===== src/rtl/dma_job_sched.sv =====
// dma_job_sched: round-robin arbiter + shared descriptor FIFO feeding dma_fsm one job at a time.
// Latency: accept in cycle t into an idle, empty block -> dma_go_o in t+2; cpl handshake c -> next go at c+2.
// Backpressure: req_ready_o all low while the queue is full; a stalled completion stops issue, queue keeps filling.
// Build option: define DMA_JOB_SCHED_PRIO_EN to make requester 0 strict priority over a round-robin of the rest.

package dma_job_sched_pkg;

  typedef enum logic {
    ERR_SRC_RD = 1'b0,
    ERR_SRC_WR = 1'b1
  } e_dma_err_src_t;

  typedef struct packed {
    logic [31:0] src_addr;
    logic [31:0] dst_addr;
    logic [15:0] num_bytes;
  } s_dma_desc_t;

  typedef struct packed {
    logic done;
    logic error;
  } s_dma_status_t;

  typedef struct packed {
    logic           valid;
    e_dma_err_src_t src;
    logic [31:0]    addr;
  } s_dma_error_t;

endpackage

// dma_job_fifo: generic synchronous FIFO, storage is a flop array.
// Latency: a push is visible at the head the cycle after it is written.
// Backpressure: pushes are dropped while full, pops ignored while empty; no bypass.
module dma_job_fifo #(
  parameter  int W     = 8,
  parameter  int DEPTH = 8,
  localparam int PTR_W = $clog2(DEPTH),
  localparam int CNT_W = $clog2(DEPTH + 1)
) (
  input  logic             clk,
  input  logic             rst_n,
  input  logic             push_vld,
  input  logic [W-1:0]     push_dat,
  input  logic             pop_vld,
  output logic [W-1:0]     pop_dat,
  output logic             full,
  output logic             empty,
  output logic [CNT_W-1:0] count
);

  logic [W-1:0]     mem_q [DEPTH];
  logic [W-1:0]     mem_d [DEPTH];
  logic [PTR_W-1:0] wr_ptr_q, wr_ptr_d;
  logic [PTR_W-1:0] rd_ptr_q, rd_ptr_d;
  logic [CNT_W-1:0] count_q, count_d;
  logic             do_push, do_pop;

  assign full    = (count_q == CNT_W'(DEPTH));
  assign empty   = (count_q == '0);
  assign count   = count_q;
  assign pop_dat = mem_q[rd_ptr_q];
  assign do_push = push_vld && !full;
  assign do_pop  = pop_vld && !empty;

  // Next pointers, occupancy and storage; power-of-two depth lets pointers wrap naturally.
  always_comb begin
    mem_d    = mem_q;
    wr_ptr_d = wr_ptr_q;
    rd_ptr_d = rd_ptr_q;
    count_d  = count_q;
    if (do_push) begin
      mem_d[wr_ptr_q] = push_dat;
      wr_ptr_d        = wr_ptr_q + 1'b1;
    end
    if (do_pop) begin
      rd_ptr_d = rd_ptr_q + 1'b1;
    end
    case ({do_push, do_pop})
      2'b10:   count_d = count_q + 1'b1;
      2'b01:   count_d = count_q - 1'b1;
      default: count_d = count_q;
    endcase
  end

  // FIFO state registers.
  always_ff @(posedge clk or negedge rst_n) begin
    if (!rst_n) begin
      for (int i = 0; i < DEPTH; i++) begin
        mem_q[i] <= '0;
      end
      wr_ptr_q <= '0;
      rd_ptr_q <= '0;
      count_q  <= '0;
    end else begin
      mem_q    <= mem_d;
      wr_ptr_q <= wr_ptr_d;
      rd_ptr_q <= rd_ptr_d;
      count_q  <= count_d;
    end
  end

endmodule

// dma_job_sched: arbitrates N_REQ requesters into one queue and runs each job through dma_fsm.
// Latency: accept t -> go t+2 when idle and empty; completion handshake c -> next go c+2.
// Backpressure: ready withheld when queue full (even on a same-cycle pop); cpl_ready_i low holds the job in CPL.
module dma_job_sched
  import dma_job_sched_pkg::*;
#(
  parameter  int N_REQ       = 4,
  parameter  int QUEUE_DEPTH = 8,
  localparam int ID_W        = (N_REQ > 1) ? $clog2(N_REQ) : 1,
  localparam int CNT_W       = $clog2(QUEUE_DEPTH + 1)
) (
  input  logic                    clk,
  input  logic                    rst_n,
  input  logic [N_REQ-1:0]        req_valid_i,
  output logic [N_REQ-1:0]        req_ready_o,
  input  s_dma_desc_t [N_REQ-1:0] req_desc_i,
  output logic                    cpl_valid_o,
  input  logic                    cpl_ready_i,
  output logic [ID_W-1:0]         cpl_id_o,
  output s_dma_error_t            cpl_error_o,
  output logic                    dma_go_o,
  output s_dma_desc_t             dma_desc_o,
  input  s_dma_status_t           dma_stats_i,
  input  s_dma_error_t            dma_error_i,
  input  logic                    clear_dma_i,
  output logic                    busy_o,
  output logic [CNT_W-1:0]        q_count_o
);

  localparam int ENTRY_W = $bits(s_dma_desc_t) + ID_W;
  localparam int N_OTH   = (N_REQ > 1) ? N_REQ - 1 : 1;

  typedef enum logic [1:0] {
    ST_IDLE,
    ST_ISSUE,
    ST_RELEASE,
    ST_CPL
  } state_t;

  state_t              state_q, state_d;
  logic [ID_W-1:0]     rr_ptr_q, rr_ptr_d;
  s_dma_desc_t         job_desc_q, job_desc_d;
  logic [ID_W-1:0]     job_id_q, job_id_d;
  logic                err_seen_q, err_seen_d;
  s_dma_error_t        cpl_err_q, cpl_err_d;

  logic                grant_vld;
  logic [ID_W-1:0]     grant_id;
  logic [ID_W-1:0]     cand;
  logic                fifo_push, fifo_pop;
  logic                fifo_full, fifo_empty;
  logic [ENTRY_W-1:0]  fifo_push_dat, fifo_pop_dat;
  logic [CNT_W-1:0]    fifo_count;
  s_dma_desc_t         head_desc;
  logic [ID_W-1:0]     head_id;

`ifdef DMA_JOB_SCHED_PRIO_EN
  int                  rr_base;

  // Requester 0 always wins when valid; otherwise rotate over 1..N_REQ-1 from the pointer.
  always_comb begin
    grant_vld = 1'b0;
    grant_id  = '0;
    cand      = '0;
    rr_base   = (rr_ptr_q == '0) ? 0 : int'(rr_ptr_q) - 1;
    if (req_valid_i[0]) begin
      grant_vld = 1'b1;
      grant_id  = '0;
    end else if (N_REQ > 1) begin
      for (int off = 0; off < N_REQ - 1; off++) begin
        cand = ID_W'(((rr_base + off) % N_OTH) + 1);
        if (!grant_vld && req_valid_i[cand]) begin
          grant_vld = 1'b1;
          grant_id  = cand;
        end
      end
    end
  end
`else
  // Rotate over all requesters starting at the pointer; first valid one wins.
  always_comb begin
    grant_vld = 1'b0;
    grant_id  = '0;
    cand      = '0;
    for (int off = 0; off < N_REQ; off++) begin
      cand = ID_W'((int'(rr_ptr_q) + off) % N_REQ);
      if (!grant_vld && req_valid_i[cand]) begin
        grant_vld = 1'b1;
        grant_id  = cand;
      end
    end
  end
`endif

  assign fifo_push     = grant_vld && !fifo_full;
  assign fifo_push_dat = {req_desc_i[grant_id], grant_id};
  assign {head_desc, head_id} = fifo_pop_dat;

  // One-hot ready to the winner only, and only while there is room in the queue.
  always_comb begin
    req_ready_o = '0;
    for (int i = 0; i < N_REQ; i++) begin
      req_ready_o[i] = fifo_push && (grant_id == ID_W'(i));
    end
  end

  // Pointer moves past the winner on a handshake; strict-priority grants leave it alone.
  always_comb begin
    rr_ptr_d = rr_ptr_q;
    if (fifo_push) begin
`ifdef DMA_JOB_SCHED_PRIO_EN
      if (grant_id != '0) begin
        rr_ptr_d = (grant_id == ID_W'(N_REQ - 1)) ? '0 : grant_id + 1'b1;
      end
`else
      rr_ptr_d = (grant_id == ID_W'(N_REQ - 1)) ? '0 : grant_id + 1'b1;
`endif
    end
  end

  dma_job_fifo #(
    .W     (ENTRY_W),
    .DEPTH (QUEUE_DEPTH)
  ) u_queue (
    .clk      (clk),
    .rst_n    (rst_n),
    .push_vld (fifo_push),
    .push_dat (fifo_push_dat),
    .pop_vld  (fifo_pop),
    .pop_dat  (fifo_pop_dat),
    .full     (fifo_full),
    .empty    (fifo_empty),
    .count    (fifo_count)
  );

  // Job sequencing: pop, drive go until done, wait for dma_fsm to clear, then hold the completion.
  always_comb begin
    state_d     = state_q;
    job_desc_d  = job_desc_q;
    job_id_d    = job_id_q;
    err_seen_d  = err_seen_q;
    cpl_err_d   = cpl_err_q;
    fifo_pop    = 1'b0;
    dma_go_o    = 1'b0;
    dma_desc_o  = '0;
    cpl_valid_o = 1'b0;
    cpl_id_o    = '0;
    cpl_error_o = '0;
    case (state_q)
      ST_IDLE: begin
        if (!fifo_empty) begin
          fifo_pop   = 1'b1;
          job_desc_d = head_desc;
          job_id_d   = head_id;
          err_seen_d = 1'b0;
          cpl_err_d  = '0;
          // A zero-length job has nothing for dma_fsm to do: complete it cleanly without go.
          state_d    = (head_desc.num_bytes != '0) ? ST_ISSUE : ST_CPL;
        end
      end
      ST_ISSUE: begin
        dma_go_o   = 1'b1;
        dma_desc_o = job_desc_q;
        if (dma_stats_i.error) begin
          err_seen_d = 1'b1;
        end
        if (dma_stats_i.done) begin
          state_d = ST_RELEASE;
        end
      end
      ST_RELEASE: begin
        dma_desc_o = job_desc_q;
        if (dma_stats_i.error) begin
          err_seen_d = 1'b1;
        end
        if (clear_dma_i) begin
          cpl_err_d = err_seen_d ? dma_error_i : '0;
          state_d   = ST_CPL;
        end
      end
      ST_CPL: begin
        dma_desc_o  = job_desc_q;
        cpl_valid_o = 1'b1;
        cpl_id_o    = job_id_q;
        cpl_error_o = cpl_err_q;
        if (cpl_ready_i) begin
          err_seen_d = 1'b0;
          state_d    = ST_IDLE;
        end
      end
      default: begin
        state_d = ST_IDLE;
      end
    endcase
  end

  assign busy_o    = (state_q != ST_IDLE);
  assign q_count_o = fifo_count;

  // Scheduler state registers; reset abandons any job in flight.
  always_ff @(posedge clk or negedge rst_n) begin
    if (!rst_n) begin
      state_q    <= ST_IDLE;
      rr_ptr_q   <= '0;
      job_desc_q <= '0;
      job_id_q   <= '0;
      err_seen_q <= 1'b0;
      cpl_err_q  <= '0;
    end else begin
      state_q    <= state_d;
      rr_ptr_q   <= rr_ptr_d;
      job_desc_q <= job_desc_d;
      job_id_q   <= job_id_d;
      err_seen_q <= err_seen_d;
      cpl_err_q  <= cpl_err_d;
    end
  end

endmodule

===== config.mk =====
export PLATFORM = sky130hd
export DESIGN_NAME = dma_job_sched
export DESIGN_NICKNAME = d
export VERILOG_FILES = /design/src/rtl/dma_job_sched.sv
export SDC_FILE = /design/constraint.sdc
export NUM_CORES = 2
export LEC_CHECK = 0
export CAP_MARGIN = 30
export CELL_PAD_IN_SITES_DETAIL_PLACEMENT = 1
export CELL_PAD_IN_SITES_GLOBAL_PLACEMENT = 2
export CORE_MARGIN = 3
export CORE_UTILIZATION = 38
export DETAILED_ROUTE_END_ITERATION = 12
export GPL_TIMING_DRIVEN = 0
export PLACE_DENSITY_LB_ADDON = 0.05
export SYNTH_ARGS = -nofsm -noshare
export SYNTH_HDL_FRONTEND = slang
export SYNTH_SLANG_ARGS = --single-unit

===== constraint.sdc =====
create_clock -name clk -period 3.4 [get_ports clk]
set_input_delay 0.68 -clock clk [delete_from_list [all_inputs] [get_ports clk]]
set_output_delay 0.68 -clock clk [all_outputs]
set_load 0.005 [all_outputs]

==> metrics <==
outcome completed; Net Switching approximately 21000 µW; Synth area leaders dfrtp_1 49%, o221ai_1 12%, mux4_2 8.8%; sequential-to-total area share from yosys stat 0.4892; htree depth 3; Sw Ratio 0.4132; max cap viols 0; Synthesis Warnings 0; DRC 0; Layout area overhead 25.38%; internal power 30450 µW; area of the multi-input gates 18720 µm²; Syn Area/Cell 12.00 µm²; Mapped Cells 3354; Chip Height 331.5 µm; Max Clock Freq 302.8 MHz; Worst slew margin 0.2990; Tcrit/Tclk final 0.9713; Final WS setup just under 0.1 ns; Tmin final roughly 3.3 ns; post-route ant nets 0; filler instances 10960; GRT Total Usage 0.2875; EDFF count, synth 0; Synthesized Nets between 3000 and 4000; Worst Reg-to-Reg Cells 6; largest net degree at the start of global routing 114; Starting DRT DRC Count 2696; Die Wd about 330 µm; ratio of cells with drive above 1 in the final layout 0.1828; worst path required time 2.72 ns; Final setup viols 0; total number of vias about 33000; Storage cell area 19700 µm²; pwr dens 1028 nW/µm²; Hold Fails Final Rpt 0; critical path data arrival time roughly 2.6 ns; number of distinct library cells after synthesis 50; DP HPWL 108.9 mm; area leader, netlist dfrtp_1; DR pass1 iterations 5; Post-Syn Area 40260 µm²; HP Class input pin to asynchronous set/reset pin; worst-path fanout max 10; io pins roughly 500; Slew @ Worst Pin 1.022 ns; placed insts roughly 5200; initial core utilization 0.3857; gpl congestion 0.8172; Num CTS Buffers 88; worst skew pair latency 0.67 ns; vias per inst about 6.1; Cell Rows 118; Port Buf Inserts 490; grt total ovfl 0; Clock Skew 0.02857 ns; vias in the first global route 34710; CTS root buffer clkbuf_16; Avg WL per Cell 29.61 µm; clock power share 0.192; clk buf depth 3; pre-CTS setup slack -1.396 ns; Synth async-reset ratio 1.000; #FFs+latches synth 787; CTS tree built; initial antenna violation count 11; clk sinks 787; number of hold buffers added after cts 0; Core Footprint 104400 µm²; first-pass GRT wire length roughly 240 mm; nets@finish about 4300; Setup TNS Final 0 ns; Seq pwr share 0.310; Non-Filler Instances around 5400; Worst setup SP type flop; Comb power frac 0.497; capturing element type of the critical path output port; die area 109900 µm²; leakage dissipation between 0.02 and 0.025 µW; post-synth top area share 0.4892; WS Path Type flop to output port; Post-synth top flop dfrtp_1; Max IR drop VDD 446.9 µV; Min Hold Slack 0.002255 ns; wirelength, routed about 160 mm; Reg clk slew, reported paths 0.06 ns; Max Transition Viols Final 0
## timing repair
action | 4_1_cts | 5_1_grt
setup endpoints to repair | 124 | 61
cloned | 1 | 0
gates resized for setup | 57 | 18
pin swaps | 1 | 2
setup buffers | 8 | 1
## kinds of logic (layout without fill, tap and decap cells)
| kind of cell | Yosys count | in the layout | share of synthesized area |
|---|---|---|---|
| compound gates | 783 | 783 | 0.1715 |
| xor+xnor | 9 | 9 | 0.001958 |
| mux | 413 | 413 | 0.1798 |
| buf+inv | 333 | 1010 | 0.04792 |
| simple gates | 1015 | 1015 | 0.1053 |
| flops | 787 | 787 | 0.4892 |
| fa+ha+maj | 14 | 14 | 0.004351 |
| other cells | 0 | 4 | 0 |
## layout by cell type, fill, tap and decap left out, drive strengths merged, types with 14 or more instances in the layout
master / Yosys / routed
o21ai: 121 / 121
dfrtp: 787 / 787
clkinv: 1 / 16
mux2i: 250 / 250
clkbuf: 146 / 286
mux4: 158 / 158
buf: 176 / 206
o221ai: 640 / 640
and2: 43 / 43
nand2: 841 / 841
ha: 14 / 14
clkdlybuf4s50: 0 / 474
nor2b: 89 / 89
## synth_stat cells, types with 2 or more instances
| library cell | n |
|---|---|
| nand2_1 | 841 |
| dfrtp_1 | 787 |
| o221ai_1 | 556 |
| mux4_2 | 158 |
| clkbuf_1 | 145 |
| mux2i_1 | 133 |
| o21ai_0 | 121 |
| nor2b_1 | 89 |
| buf_2 | 88 |
| o221ai_2 | 84 |
| mux2i_4 | 78 |
| buf_6 | 48 |
| and2_1 | 43 |
| mux2i_2 | 39 |
| buf_4 | 19 |
| ha_1 | 14 |
| buf_1 | 12 |
| nand3_1 | 10 |
| inv_1 | 9 |
| nor2_1 | 8 |
| buf_12 | 7 |
| a22oi_1 | 6 |
| nand2b_1 | 6 |
| a21oi_1 | 5 |
| mux2_2 | 5 |
| or2_1 | 5 |
| xnor2_1 | 5 |
| nand4_1 | 4 |
| xor2_1 | 4 |
| a21o_1 | 2 |
| buf_8 | 2 |
| nor4_1 | 2 |
| o21a_1 | 2 |
## registers in the layout, summed over array words and instances, names as in the netlist
signal            cells
u_queue.mem_q       656
state_q               2
job_desc_q           80
u_queue.rd_ptr_q      3
u_queue.count         4
u_queue.wr_ptr_q      3
err_seen_q            1
cpl_err_q            34
job_id_q              2
rr_ptr_q              2
## metal layers
layer  GRT usage  vias to the layer above  part of all wire
li1            -                    14030                 -
met1      0.4125                    17520              0.45
met2      0.4529                     1220              0.46
met3     0.04770                      231             0.062
met4     0.07496                        2             0.027
met5           0                        -          0.000075
## final cells by class
cell class              count  area share
inverters                  11   0.0009171
plain buffers             319     0.03849
diodes                      4   0.0001983
clock inverters            20    0.004238
clock buffers             139     0.05470
well taps                1380     0.03421
flip-flops and latches    787      0.3902
multi-input cells        2234      0.3708
repair buffers            521      0.1062
## stage by stage
step / utilization / total power, µW / cell area, µm²
floorplan: - / 31840 / 40260
global placement: 0.4492 / 41070 / 46890
detailed placement: 0.4525 / 41680 / 47240
CTS: 0.4830 / 52030 / 50420
global route: 0.4835 / 54940 / 50470
finish: 0.4836 / 51890 / 50480
## worst max-delay path, stage by stage (launching register included)
cell	delay [ns]
dfrtp_1	0.38
inv_1	0.11
ha_4	0.20
clkbuf_4	0.18
buf_8	0.17
clkbuf_8	0.20
nor2b_1	0.15
clkdlybuf4s50_1	0.54
## worst paths after layout
path | start | to | slack, ns
worst max-delay path | state_q[1] | dma_desc_o[58] | 0.1
worst min-delay path | rst_n | cpl_err_q[12] | 0.002
worst max register to register | u_queue.rd_ptr_q[0] | state_q[1] | 0.20
worst min register to register | cpl_err_q[18] | cpl_err_q[18] | 0.47
max in group asynchronous | rst_n | u_queue.mem_q[532] | 1.22
min in group clk | cpl_err_q[18] | cpl_err_q[18] | 0.47
## power by group through the flow
| stage | Sequential, µW | Combinational [µW] | Clock, µW |
|---|---|---|---|
| after floorplan | 15300 | 16500 | 0 |
| after global placement | 16200 | 24900 | 0 |
| after detailed placement | 16100 | 25500 | 0 |
| after CTS | 16000 | 25900 | 10100 |
| after global routing | 16600 | 27800 | 10500 |
| final | 16100 | 25800 | 9990 |
(Power assumes the default switching activity.)
